$ cat src/rtl/mac_dot_sequencer.sv
// mac_dot_sequencer
// Streams unsigned 8-bit operand pairs into an external MAC one at a time.
// The MAC accumulator input is fed from the running accumulator. When the
// final pair of a vector (tlast) comes back, the accumulated dot product is
// emitted on the output stream. A MAC result that never arrives is bounded
// by TIMEOUT wait cycles. In that case the partial sum is emitted with the
// timeout_err flag set.
//
// Ports
//   aclk, aresetn            clock; synchronous active-low reset
//   s_axis_tvalid/tready     operand pair handshake
//   s_axis_tdata[15:0]       {b[7:0], a[7:0]}
//   s_axis_tlast             final pair of the current dot product
//   mac_a/b/c_tvalid         MAC operand valids (one cycle per pair)
//   mac_a/b_tdata[7:0]       MAC multiplicands
//   mac_c_tdata[31:0]        MAC accumulator input
//   mac_result_tvalid/tdata  MAC result, one cycle after the operands
//   m_axis_tvalid/tready     dot-product result handshake
//   m_axis_tdata[31:0]       accumulated dot product
//   m_axis_tuser[16:0]       {timeout_err, element_count[15:0]}
module mac_dot_sequencer #(
   parameter int TIMEOUT = 15
) (
   input  logic        aclk,
   input  logic        aresetn,
   input  logic        s_axis_tvalid,
   output logic        s_axis_tready,
   input  logic [15:0] s_axis_tdata,
   input  logic        s_axis_tlast,
   output logic        mac_a_tvalid,
   output logic        mac_b_tvalid,
   output logic        mac_c_tvalid,
   output logic [7:0]  mac_a_tdata,
   output logic [7:0]  mac_b_tdata,
   output logic [31:0] mac_c_tdata,
   input  logic        mac_result_tvalid,
   input  logic [31:0] mac_result_tdata,
   output logic        m_axis_tvalid,
   input  logic        m_axis_tready,
   output logic [31:0] m_axis_tdata,
   output logic [16:0] m_axis_tuser
);

   localparam logic [1:0] ST_ACCEPT = 2'd0;
   localparam logic [1:0] ST_ISSUE  = 2'd1;
   localparam logic [1:0] ST_WAIT   = 2'd2;
   localparam logic [1:0] ST_OUTPUT = 2'd3;

   localparam int CW = $clog2(TIMEOUT + 1);

   logic [1:0]    state_reg, state_next;
   logic [31:0]   acc_reg, acc_next;
   logic [15:0]   count_reg, count_next;
   logic          err_reg, err_next;
   logic [CW-1:0] wait_cnt_reg;
   logic          tlast_reg;
   logic          s_ready_reg;
   logic          mac_valid_reg;
   logic [7:0]    mac_a_reg, mac_b_reg;
   logic [31:0]   mac_c_reg;
   logic          m_valid_reg;
   logic [31:0]   m_data_reg;
   logic [16:0]   m_user_reg;

   logic s_hs, m_hs, result_hit, timed_out;

   // s_ready_reg is only ever high in ACCEPT, so it alone qualifies the input
   // handshake; likewise m_valid_reg is only high in OUTPUT.
   assign s_hs       = s_ready_reg & s_axis_tvalid;
   assign m_hs       = m_valid_reg & m_axis_tready;
   assign result_hit = (state_reg == ST_WAIT) & mac_result_tvalid;
   // A result arriving in the last allowed wait cycle still wins over timeout.
   assign timed_out  = (state_reg == ST_WAIT) & ~mac_result_tvalid &
                       (wait_cnt_reg == CW'(TIMEOUT - 1));

   always_comb begin
      state_next = state_reg;
      acc_next   = acc_reg;
      count_next = count_reg;
      err_next   = err_reg;
      case (state_reg)
         ST_ACCEPT: if (s_hs) state_next = ST_ISSUE;
         ST_ISSUE:  state_next = ST_WAIT;
         ST_WAIT: begin
            if (result_hit) begin
               acc_next   = mac_result_tdata;
               count_next = (count_reg == 16'hFFFF) ? count_reg : count_reg + 16'd1;
               state_next = tlast_reg ? ST_OUTPUT : ST_ACCEPT;
            end else if (timed_out) begin
               err_next   = 1'b1;
               state_next = ST_OUTPUT;
            end
         end
         default: begin
            if (m_hs) begin
               acc_next   = '0;
               count_next = '0;
               err_next   = 1'b0;
               state_next = ST_ACCEPT;
            end
         end
      endcase
   end

   always_ff @(posedge aclk) begin
      if (!aresetn) begin
         state_reg     <= ST_ACCEPT;
         acc_reg       <= '0;
         count_reg     <= '0;
         err_reg       <= 1'b0;
         wait_cnt_reg  <= '0;
         tlast_reg     <= 1'b0;
         s_ready_reg   <= 1'b0;
         mac_valid_reg <= 1'b0;
         mac_a_reg     <= '0;
         mac_b_reg     <= '0;
         mac_c_reg     <= '0;
         m_valid_reg   <= 1'b0;
         m_data_reg    <= '0;
         m_user_reg    <= '0;
      end else begin
         state_reg     <= state_next;
         acc_reg       <= acc_next;
         count_reg     <= count_next;
         err_reg       <= err_next;
         s_ready_reg   <= (state_next == ST_ACCEPT);
         mac_valid_reg <= (state_next == ST_ISSUE);
         m_valid_reg   <= (state_next == ST_OUTPUT);

         if (s_hs) begin
            mac_a_reg <= s_axis_tdata[7:0];
            mac_b_reg <= s_axis_tdata[15:8];
            mac_c_reg <= acc_reg;
            tlast_reg <= s_axis_tlast;
         end

         if (state_reg == ST_ISSUE)
            wait_cnt_reg <= '0;
         else if (state_reg == ST_WAIT)
            wait_cnt_reg <= wait_cnt_reg + CW'(1);

         // Output payload is captured once on entry to OUTPUT and then held
         // for as long as the consumer stalls.
         if (state_reg != ST_OUTPUT && state_next == ST_OUTPUT) begin
            m_data_reg <= acc_next;
            m_user_reg <= {err_next, count_next};
         end
      end
   end

   assign s_axis_tready = s_ready_reg;
   assign mac_a_tvalid  = mac_valid_reg;
   assign mac_b_tvalid  = mac_valid_reg;
   assign mac_c_tvalid  = mac_valid_reg;
   assign mac_a_tdata   = mac_a_reg;
   assign mac_b_tdata   = mac_b_reg;
   assign mac_c_tdata   = mac_c_reg;
   assign m_axis_tvalid = m_valid_reg;
   assign m_axis_tdata  = m_data_reg;
   assign m_axis_tuser  = m_user_reg;

endmodule
$ cat config.mk
export PLATFORM = sky130hd
export DESIGN_NAME = mac_dot_sequencer
export DESIGN_NICKNAME = d
export VERILOG_FILES = /design/src/rtl/mac_dot_sequencer.sv
export SDC_FILE = /design/constraint.sdc
export NUM_CORES = 1
export LEC_CHECK = 0
export ABC_AREA = 1
export CORE_ASPECT_RATIO = 1.1
export CORE_MARGIN = 4
export CORE_UTILIZATION = 40
export CTS_CLUSTER_DIAMETER = 100
export DETAILED_ROUTE_END_ITERATION = 12
export PLACE_DENSITY = 0.69
export REMOVE_ABC_BUFFERS = 1
export SLEW_MARGIN = 5
export SYNTH_ARGS = -nofsm -noshare
export SYNTH_HDL_FRONTEND = slang
export SYNTH_SLANG_ARGS = --single-unit
$ cat constraint.sdc
create_clock -name aclk -period 3.2 [get_ports aclk]
set_input_delay 0.32 -clock aclk [delete_from_list [all_inputs] [get_ports aclk]]
set_output_delay 0.32 -clock aclk [all_outputs]
set_load 0.05 [all_outputs]
==> results of run 1 <==
kinds of logic (layout without fill, tap and decap cells):
| group | count (synthesis) | after routing | share of synthesized area (%) |
|---|---|---|---|
| adder cells (fa/ha/maj) | 3 | 3 | 0.592 |
| AND/OR/NAND/NOR | 356 | 356 | 22.9 |
| buffers and inverters | 167 | 317 | 10.6 |
| flip-flops | 156 | 156 | 49.3 |
| AO/OA/AOI/OAI | 194 | 194 | 16.5 |
through the flow:
stage / power [mW] / utilization, % / hold WS (ns) / worst slack, ns / cells
after detailed placement: 2.63 / 51.3 / 0.441 / 1.01 / 1194
final: 4.75 / 55.4 / 0.305 / 1.23 / 1226
after global routing: 4.93 / 55.4 / 0.323 / 0.980 / 1226
after global placement: 2.63 / 51.3 / 0.440 / 1.06 / 1194
after CTS: 4.80 / 55.4 / 0.298 / 1.19 / 1226
after floorplan: 2.39 / - / 0.418 / 1.02 / 830
worst paths after layout:
path | endpoint | slack (ns) | cells past startpoint | start
min reg2reg | mac_c_tdata[4]$_SDFFE_PN0P_ | 0.45 | 2 | acc_reg[4]$_SDFF_PN0_
max | m_axis_tuser[1]$_SDFFE_PN0P_ | 1.23 | 11 | state_reg[0]$_SDFF_PN0_
max reg2reg | m_axis_tuser[1]$_SDFFE_PN0P_ | 1.23 | 11 | state_reg[0]$_SDFF_PN0_
min | tlast_reg$_SDFFE_PN0P_ | 0.31 | 3 | aresetn
metal layers:
layer / part of all wire (%) / global-route usage (%)
met3: 5.9 / 5.99
met5: 0 / 0
met1: 45 / 24.2
met2: 47 / 29.9
met4: 2.3 / 7.65
final cells by class:
cell class / count / area share (%)
Clock buffer: 19 / 5.24
Clock inverter: 13 / 2.16
Inverter: 121 / 5.25
Multi-Input combinational cell: 553 / 29.4
Sequential cell: 156 / 36.1
Tap cell: 200 / 2.89
Timing Repair Buffer: 164 / 18.9
synth_stat cells:
cell	count	area share (%)
a21oi_1	62	4.9
buf_1	8	0.47
buf_2	6	0.47
buf_4	2	0.24
buf_6	4	0.71
clkbuf_1	25	1.5
clkbuf_2	1	0.079
clkinv_1	1	0.059
dfxtp_1	156	49
ha_1	3	0.59
inv_1	114	6.8
inv_2	6	0.36
nand2_1	146	8.6
nand2_2	4	0.39
nand2_4	1	0.18
nand3_1	42	3.3
nand3_2	1	0.16
nand3b_1	1	0.12
nand4_1	5	0.49
nor2_1	148	8.8
nor2_2	1	0.099
nor2_4	1	0.18
nor3_1	3	0.24
nor3_2	1	0.16
o211ai_1	27	3.2
o21ai_0	94	7.4
o21ai_1	4	0.32
o21bai_1	1	0.12
o22ai_1	6	0.59
or2_1	2	0.20
worst reg2reg max path, delay by kind of cell (launching register included):
kind          cells  cell delay (ns)
buf+inv           5             0.82
flops             1             0.36
simple gates      6             0.69
power groups by stage:
stage               clock network, mW  logic [mW]  registers [mW]
floorplan                           0       0.126            2.26
CTS                              2.21       0.551            2.04
global route                     2.30       0.588            2.05
global placement                    0       0.547            2.08
finish                           2.17       0.546            2.04
detailed placement                  0       0.549            2.08
placed cells by master (no fill, tap or decap), drive strengths merged:
cell,count
clkinv,5
a21oi,62
o21ai,98
nand4,5
o211ai,27
dfxtp,156
clkinvlp,1
inv,124
bufinv,4
o22ai,6
clkdlybuf4s50,154
ha,3
clkbuf,19
nand2,151
o21bai,1
nor3,4
buf,10
nand3,43
or2,2
nand3b,1
nor2,150
==> flow_metrics.env, run 1 <==
export IMPL_p_leak_nw=3.45
export IMPL_finClkSkew_ns=0.00548
export IMPL_rows=48
export IMPL_area_delta_synth_final_pct=36.5
export IMPL_p_int_mw=3.56
export IMPL_grt_pass1_wl_um=27700
export IMPL_slew_headroom_pct=61.8
export IMPL_io_buffers=155
export IMPL_tritoncts="done"
export IMPL_avgSynthCellArea_um2=7.23
export IMPL_antenna_left=0
export IMPL_grt_pass1_vias=5656
export IMPL_yosysWarningCount=0
export IMPL_insertedDiodeCount=0
export IMPL_worstPathRequired_ns=3.52
export IMPL_crit_top_cell="inv_2"
export IMPL_cp_cell_sequence="inv_2 -> nand2_2 -> inv_2 -> nand2_4 -> nand3_2 -> nand2_2 -> inv_2 -> buf_4 -> nand3_1 -> nand2_1 -> inv_1"
export IMPL_start_util_pct=40.6
export IMPL_path_delay_family="buffers and inverters"
export IMPL_syn_inst=876
export IMPL_wl_um=16600
export IMPL_gp_congestion=0.873
export IMPL_path_clk_slew_ns=0.06
export IMPL_yosysSeqAreaShare_pct=49.3
export IMPL_end_kind="flop"
export IMPL_finalHoldViolCount=0
export IMPL_maxCapViolations=0
export IMPL_clock_latency_ns=0.42
export IMPL_cts_hold_buf=0
export IMPL_nets=1070
export IMPL_postCtsSetupRepairBufs=0
export IMPL_die_area_mm2=0.0179
export IMPL_drt_iter0_drc=362
export IMPL_regArea_mm2=0.00312
export IMPL_outcome="finished, final reports clean"
export IMPL_p_sw_mw=1.20
export IMPL_dp_hpwl_um=11000
export IMPL_netlist_area_mm2=0.00634
export IMPL_cts_made_buffers=17
export IMPL_critical_path_class="flop to flop"
export IMPL_power_frac_seq_pct=42.9
export IMPL_p_per_area_mw_per_mm2=550
export IMPL_setup_viol=0
export IMPL_ctsResizeCount=0
export IMPL_antenna_found_initial=0
export IMPL_multiInputGateArea_mm2=0.00254
export IMPL_post_drt_wl_per_cell_um=13.5
export IMPL_grt_ovfl_total=0
export IMPL_fill_cells=1532
export IMPL_final_layout_size_suffix_gt1_share_pct=5.65
export IMPL_swShare_pct=25.2
export IMPL_grtUsageTotal_pct=19.0
export IMPL_synth_seq_cells=156
export IMPL_cts_sinks=156
export IMPL_max_vdd_ir_drop_mv=0.352
export IMPL_path_max_fanout=47
export IMPL_crit_path_top_delay_cell="buf_4"
export IMPL_critPathLaunchType="flop"
export IMPL_dpl_cell_area_mm2=0.00801
export IMPL_cp_data_arrival_time_ns=2.29
export IMPL_p_clk_share_pct=45.6
export IMPL_slew_viol_final=0
export IMPL_setup_tns_final_ns=0
export IMPL_htreeDepth=4
export IMPL_finalCritPeriodShare_pct=61.6
export IMPL_cts_root_buffer="clkbuf_16"
export IMPL_fin_area_mm2=0.00865
export IMPL_hold_class="primary input to flop"
export IMPL_tightest_slew_ns=0.572
export IMPL_grt_max_degree=95
export IMPL_fp_dieW_um=128
export IMPL_path_buf_inv=5
export IMPL_rsz0062_at_grt="no"
export IMPL_dieHeight_um=140
export IMPL_min_period_ns=1.97
export IMPL_fmax_mhz=507
export IMPL_num_io_pins=156
export IMPL_core_mm2=0.0156
export IMPL_pwr_share_comb_pct=11.5
export IMPL_drcViolationCount=0
export IMPL_synth_distinct_cells=30
export IMPL_num_vias=5814
export IMPL_first_pass_iters=5
export IMPL_viasPerCell=4.74
export IMPL_clockBufferDepth=2
export IMPL_crit_path_max_incr_delay_ns=0.39
Note: power is estimated with default switching activity, not from simulation.
==> run 2, diff against run 1 <==
--- a/config.mk
+++ b/config.mk
@@ -11,7 +11,7 @@
 export CORE_UTILIZATION = 40
 export CTS_CLUSTER_DIAMETER = 100
 export DETAILED_ROUTE_END_ITERATION = 12
-export PLACE_DENSITY = 0.69
+export PLACE_DENSITY = 0.72
 export REMOVE_ABC_BUFFERS = 1
 export SLEW_MARGIN = 5
 export SYNTH_ARGS = -nofsm -noshare
==> constraint.sdc (replaced) <==
create_clock -name aclk -period 1.7 [get_ports aclk]
set_input_delay 0.17 -clock aclk [delete_from_list [all_inputs] [get_ports aclk]]
set_output_delay 0.17 -clock aclk [all_outputs]
set_load 0.05 [all_outputs]
==> run 2 against run 1 <==
Worst setup slack worse by 1.2 ns. Via count is 4.5% higher. Utilization is 2.0 points higher. Worst hold slack worse by 0.25 ns. Sequential share of layout area is 1.2 points lower. Total power is 84% higher. Global-route usage is 0.61 points higher. Die area stayed put. First-iteration DRC count is 0.83% higher. Highest routed layer unchanged.
==> flow_metrics.env, run 2 (same netlist as run 1, synthesis figures left out) <==
export IMPL_grt_pass1_wl_um=28300
export IMPL_fp_dieW_um=128
export IMPL_drt_iter0_drc=365
export IMPL_hold_end="acc_reg[10]$_SDFF_PN0_"
export IMPL_regArea_mm2=0.00313
export IMPL_clockBufferDepth=2
export IMPL_first_pass_iters=4
export IMPL_reg2reg_to="m_axis_tuser[11]$_SDFFE_PN0P_"
export IMPL_maxCapViolations=0
export IMPL_swShare_pct=25.3
export IMPL_path_max_fanout=4
export IMPL_gp_congestion=0.895
export IMPL_io_buffers=155
export IMPL_dp_hpwl_um=11700
export IMPL_finalHoldViolCount=0
export IMPL_cts_root_buffer="clkbuf_16"
export IMPL_path_clk_slew_ns=0.06
export IMPL_area_delta_synth_final_pct=41.5
export IMPL_critPathLaunchType="flop"
export IMPL_worst_path_stages=13
export IMPL_dieHeight_um=140
export IMPL_final_layout_size_suffix_gt1_share_pct=13.5
export IMPL_p_int_mw=6.54
export IMPL_viasPerCell=4.81
export IMPL_max_vdd_ir_drop_mv=0.666
export IMPL_nets=1107
export IMPL_drcViolationCount=0
export IMPL_num_io_pins=156
export IMPL_worstPathRequired_ns=2.07
export IMPL_tightest_slew_ns=0.521
export IMPL_path_delay_family="simple AND/OR/NAND/NOR gates"
export IMPL_p_per_area_mw_per_mm2=976
export IMPL_multiInputGateArea_mm2=0.00262
export IMPL_htreeDepth=4
export IMPL_hold_class="primary input to flop"
export IMPL_wl_um=17700
export IMPL_layout_commonest_cell="dfxtp_1"
export IMPL_crit_top_cell="nand3_1"
export IMPL_finalCritPeriodShare_pct=95.4
export IMPL_rr_worst_depth=13
export IMPL_pwr_share_comb_pct=11.6
export IMPL_grt_pass1_vias=5832
export IMPL_antenna_left=0
export IMPL_power_mw=8.75
export IMPL_crit_path_top_delay_cell="dfxtp_2"
export IMPL_clock_latency_ns=0.42
export IMPL_start_util_pct=40.6
export IMPL_grt_max_degree=70
export IMPL_hold_depth=3
export IMPL_critical_path_class="flop to flop"
export IMPL_end_kind="flop"
export IMPL_tritoncts="done"
export IMPL_cts_made_buffers=17
export IMPL_num_vias=6074
export IMPL_cts_hold_buf=0
export IMPL_grt_ovfl_total=0
export IMPL_cts_sinks=156
export IMPL_crit_path_max_incr_delay_ns=0.36
export IMPL_rows=48
export IMPL_insertedDiodeCount=0
export IMPL_final_cell_mix="148 x dfxtp_1, 145 x nor2_1, 141 x nand2_1"
export IMPL_slew_headroom_pct=65.4
export IMPL_outcome="finished, final reports clean"
export IMPL_fmax_mhz=617
export IMPL_p_clk_share_pct=44.5
export IMPL_setup_viol=0
export IMPL_path_buf_inv=3
export IMPL_post_drt_wl_per_cell_um=14.0
export IMPL_antenna_found_initial=0
export IMPL_p_sw_mw=2.22
export IMPL_die_area_mm2=0.0179
export IMPL_dpl_cell_area_mm2=0.00823
export IMPL_slew_viol_final=0
export IMPL_min_period_ns=1.62
export IMPL_core_mm2=0.0156
export IMPL_pre_cts_slack_ns=-0.157
export IMPL_finClkSkew_ns=0.00643
export IMPL_min_from="aresetn"
export IMPL_cp_cell_sequence="ha_4 -> nand2_2 -> nor2_4 -> nand2_2 -> nor2_4 -> nand2_4 -> buf_6 -> buf_4 -> nand3_1 -> nand3_1 -> nand3_1 -> nand2_1 -> inv_1"
export IMPL_fin_area_mm2=0.00897
export IMPL_cp_data_arrival_time_ns=1.99
export IMPL_finalWorstSetupSlack_ns=0.0789
export IMPL_p_leak_nw=4.07
export IMPL_fill_cells=1466
export IMPL_reg2reg_from="count_reg[1]$_SDFF_PN0_"
export IMPL_r2r_slack_ns=0.08
export IMPL_grtUsageTotal_pct=19.6
export IMPL_power_frac_seq_pct=43.8
run 2: through the flow:
stage | utilization [%] | cells | hold WS (ns) | TNS [ns]
final | 57.4 | 1263 | 0.0568 | 0
after CTS | 56.1 | 1253 | 0.0429 | 0
after floorplan | - | 830 | 0.268 | -24.74
after global placement | 52.7 | 1221 | 0.437 | -3.16
after detailed placement | 52.7 | 1221 | 0.447 | -5.43
after global routing | 57.4 | 1263 | 0.0748 | -0.0854
run 2: what timing repair did:
item                                    CTS  global route
gates resized for setup                  74            33
pin swaps                                 0            12
gates cloned                              0             2
endpoints found under the setup margin   74            56
setup buffers                             0             8
run 2: worst max-delay path by stage:
| stage | start | end |
|---|---|---|
| final | count_reg[1]$_SDFF_PN0_ | m_axis_tuser[11]$_SDFFE_PN0P_ |
| after global routing | count_reg[1]$_SDFF_PN0_ | m_axis_tuser[11]$_SDFFE_PN0P_ |
| after CTS | count_reg[1]$_SDFF_PN0_ | count_reg[6]$_SDFF_PN0_ |
| after detailed placement | mac_result_tvalid | m_axis_tdata[28]$_SDFFE_PN0P_ |
| after global placement | mac_result_tvalid | m_axis_tdata[7]$_SDFFE_PN0P_ |
| after floorplan | s_axis_tready$_SDFF_PN0_ | m_axis_tvalid$_SDFF_PN0_ |
run 2: worst min-delay path, stage by stage:
cell     delay [ns]
buf_2          0.15
nand2_1        0.08
inv_1          0.03
run 2: area by class of cell:
type | count | share of cell area, %
Timing Repair Buffer | 201 | 21.0
Clock inverter | 11 | 1.58
Inverter | 121 | 5.18
Clock buffer | 21 | 5.25
Multi-Input combinational cell | 553 | 29.2
Tap cell | 200 | 2.79
Sequential cell | 156 | 34.9
run 2: per-layer routing:
layer,track usage [%],share of wire (%),up-vias
met2,32.7,48,148
li1,-,-,3131
met5,0,0,-
met3,5.99,6.6,31
met1,24.0,43,2764
met4,6.87,2.0,0
run 2: power by group through the flow:
stage | Sequential (mW) | Combinational, mW | Clock (mW)
detailed placement | 3.92 | 1.06 | 0
CTS | 3.83 | 1.02 | 3.98
global placement | 3.91 | 1.06 | 0
global route | 3.85 | 1.10 | 4.15
floorplan | 4.26 | 0.238 | 0
finish | 3.84 | 1.02 | 3.90
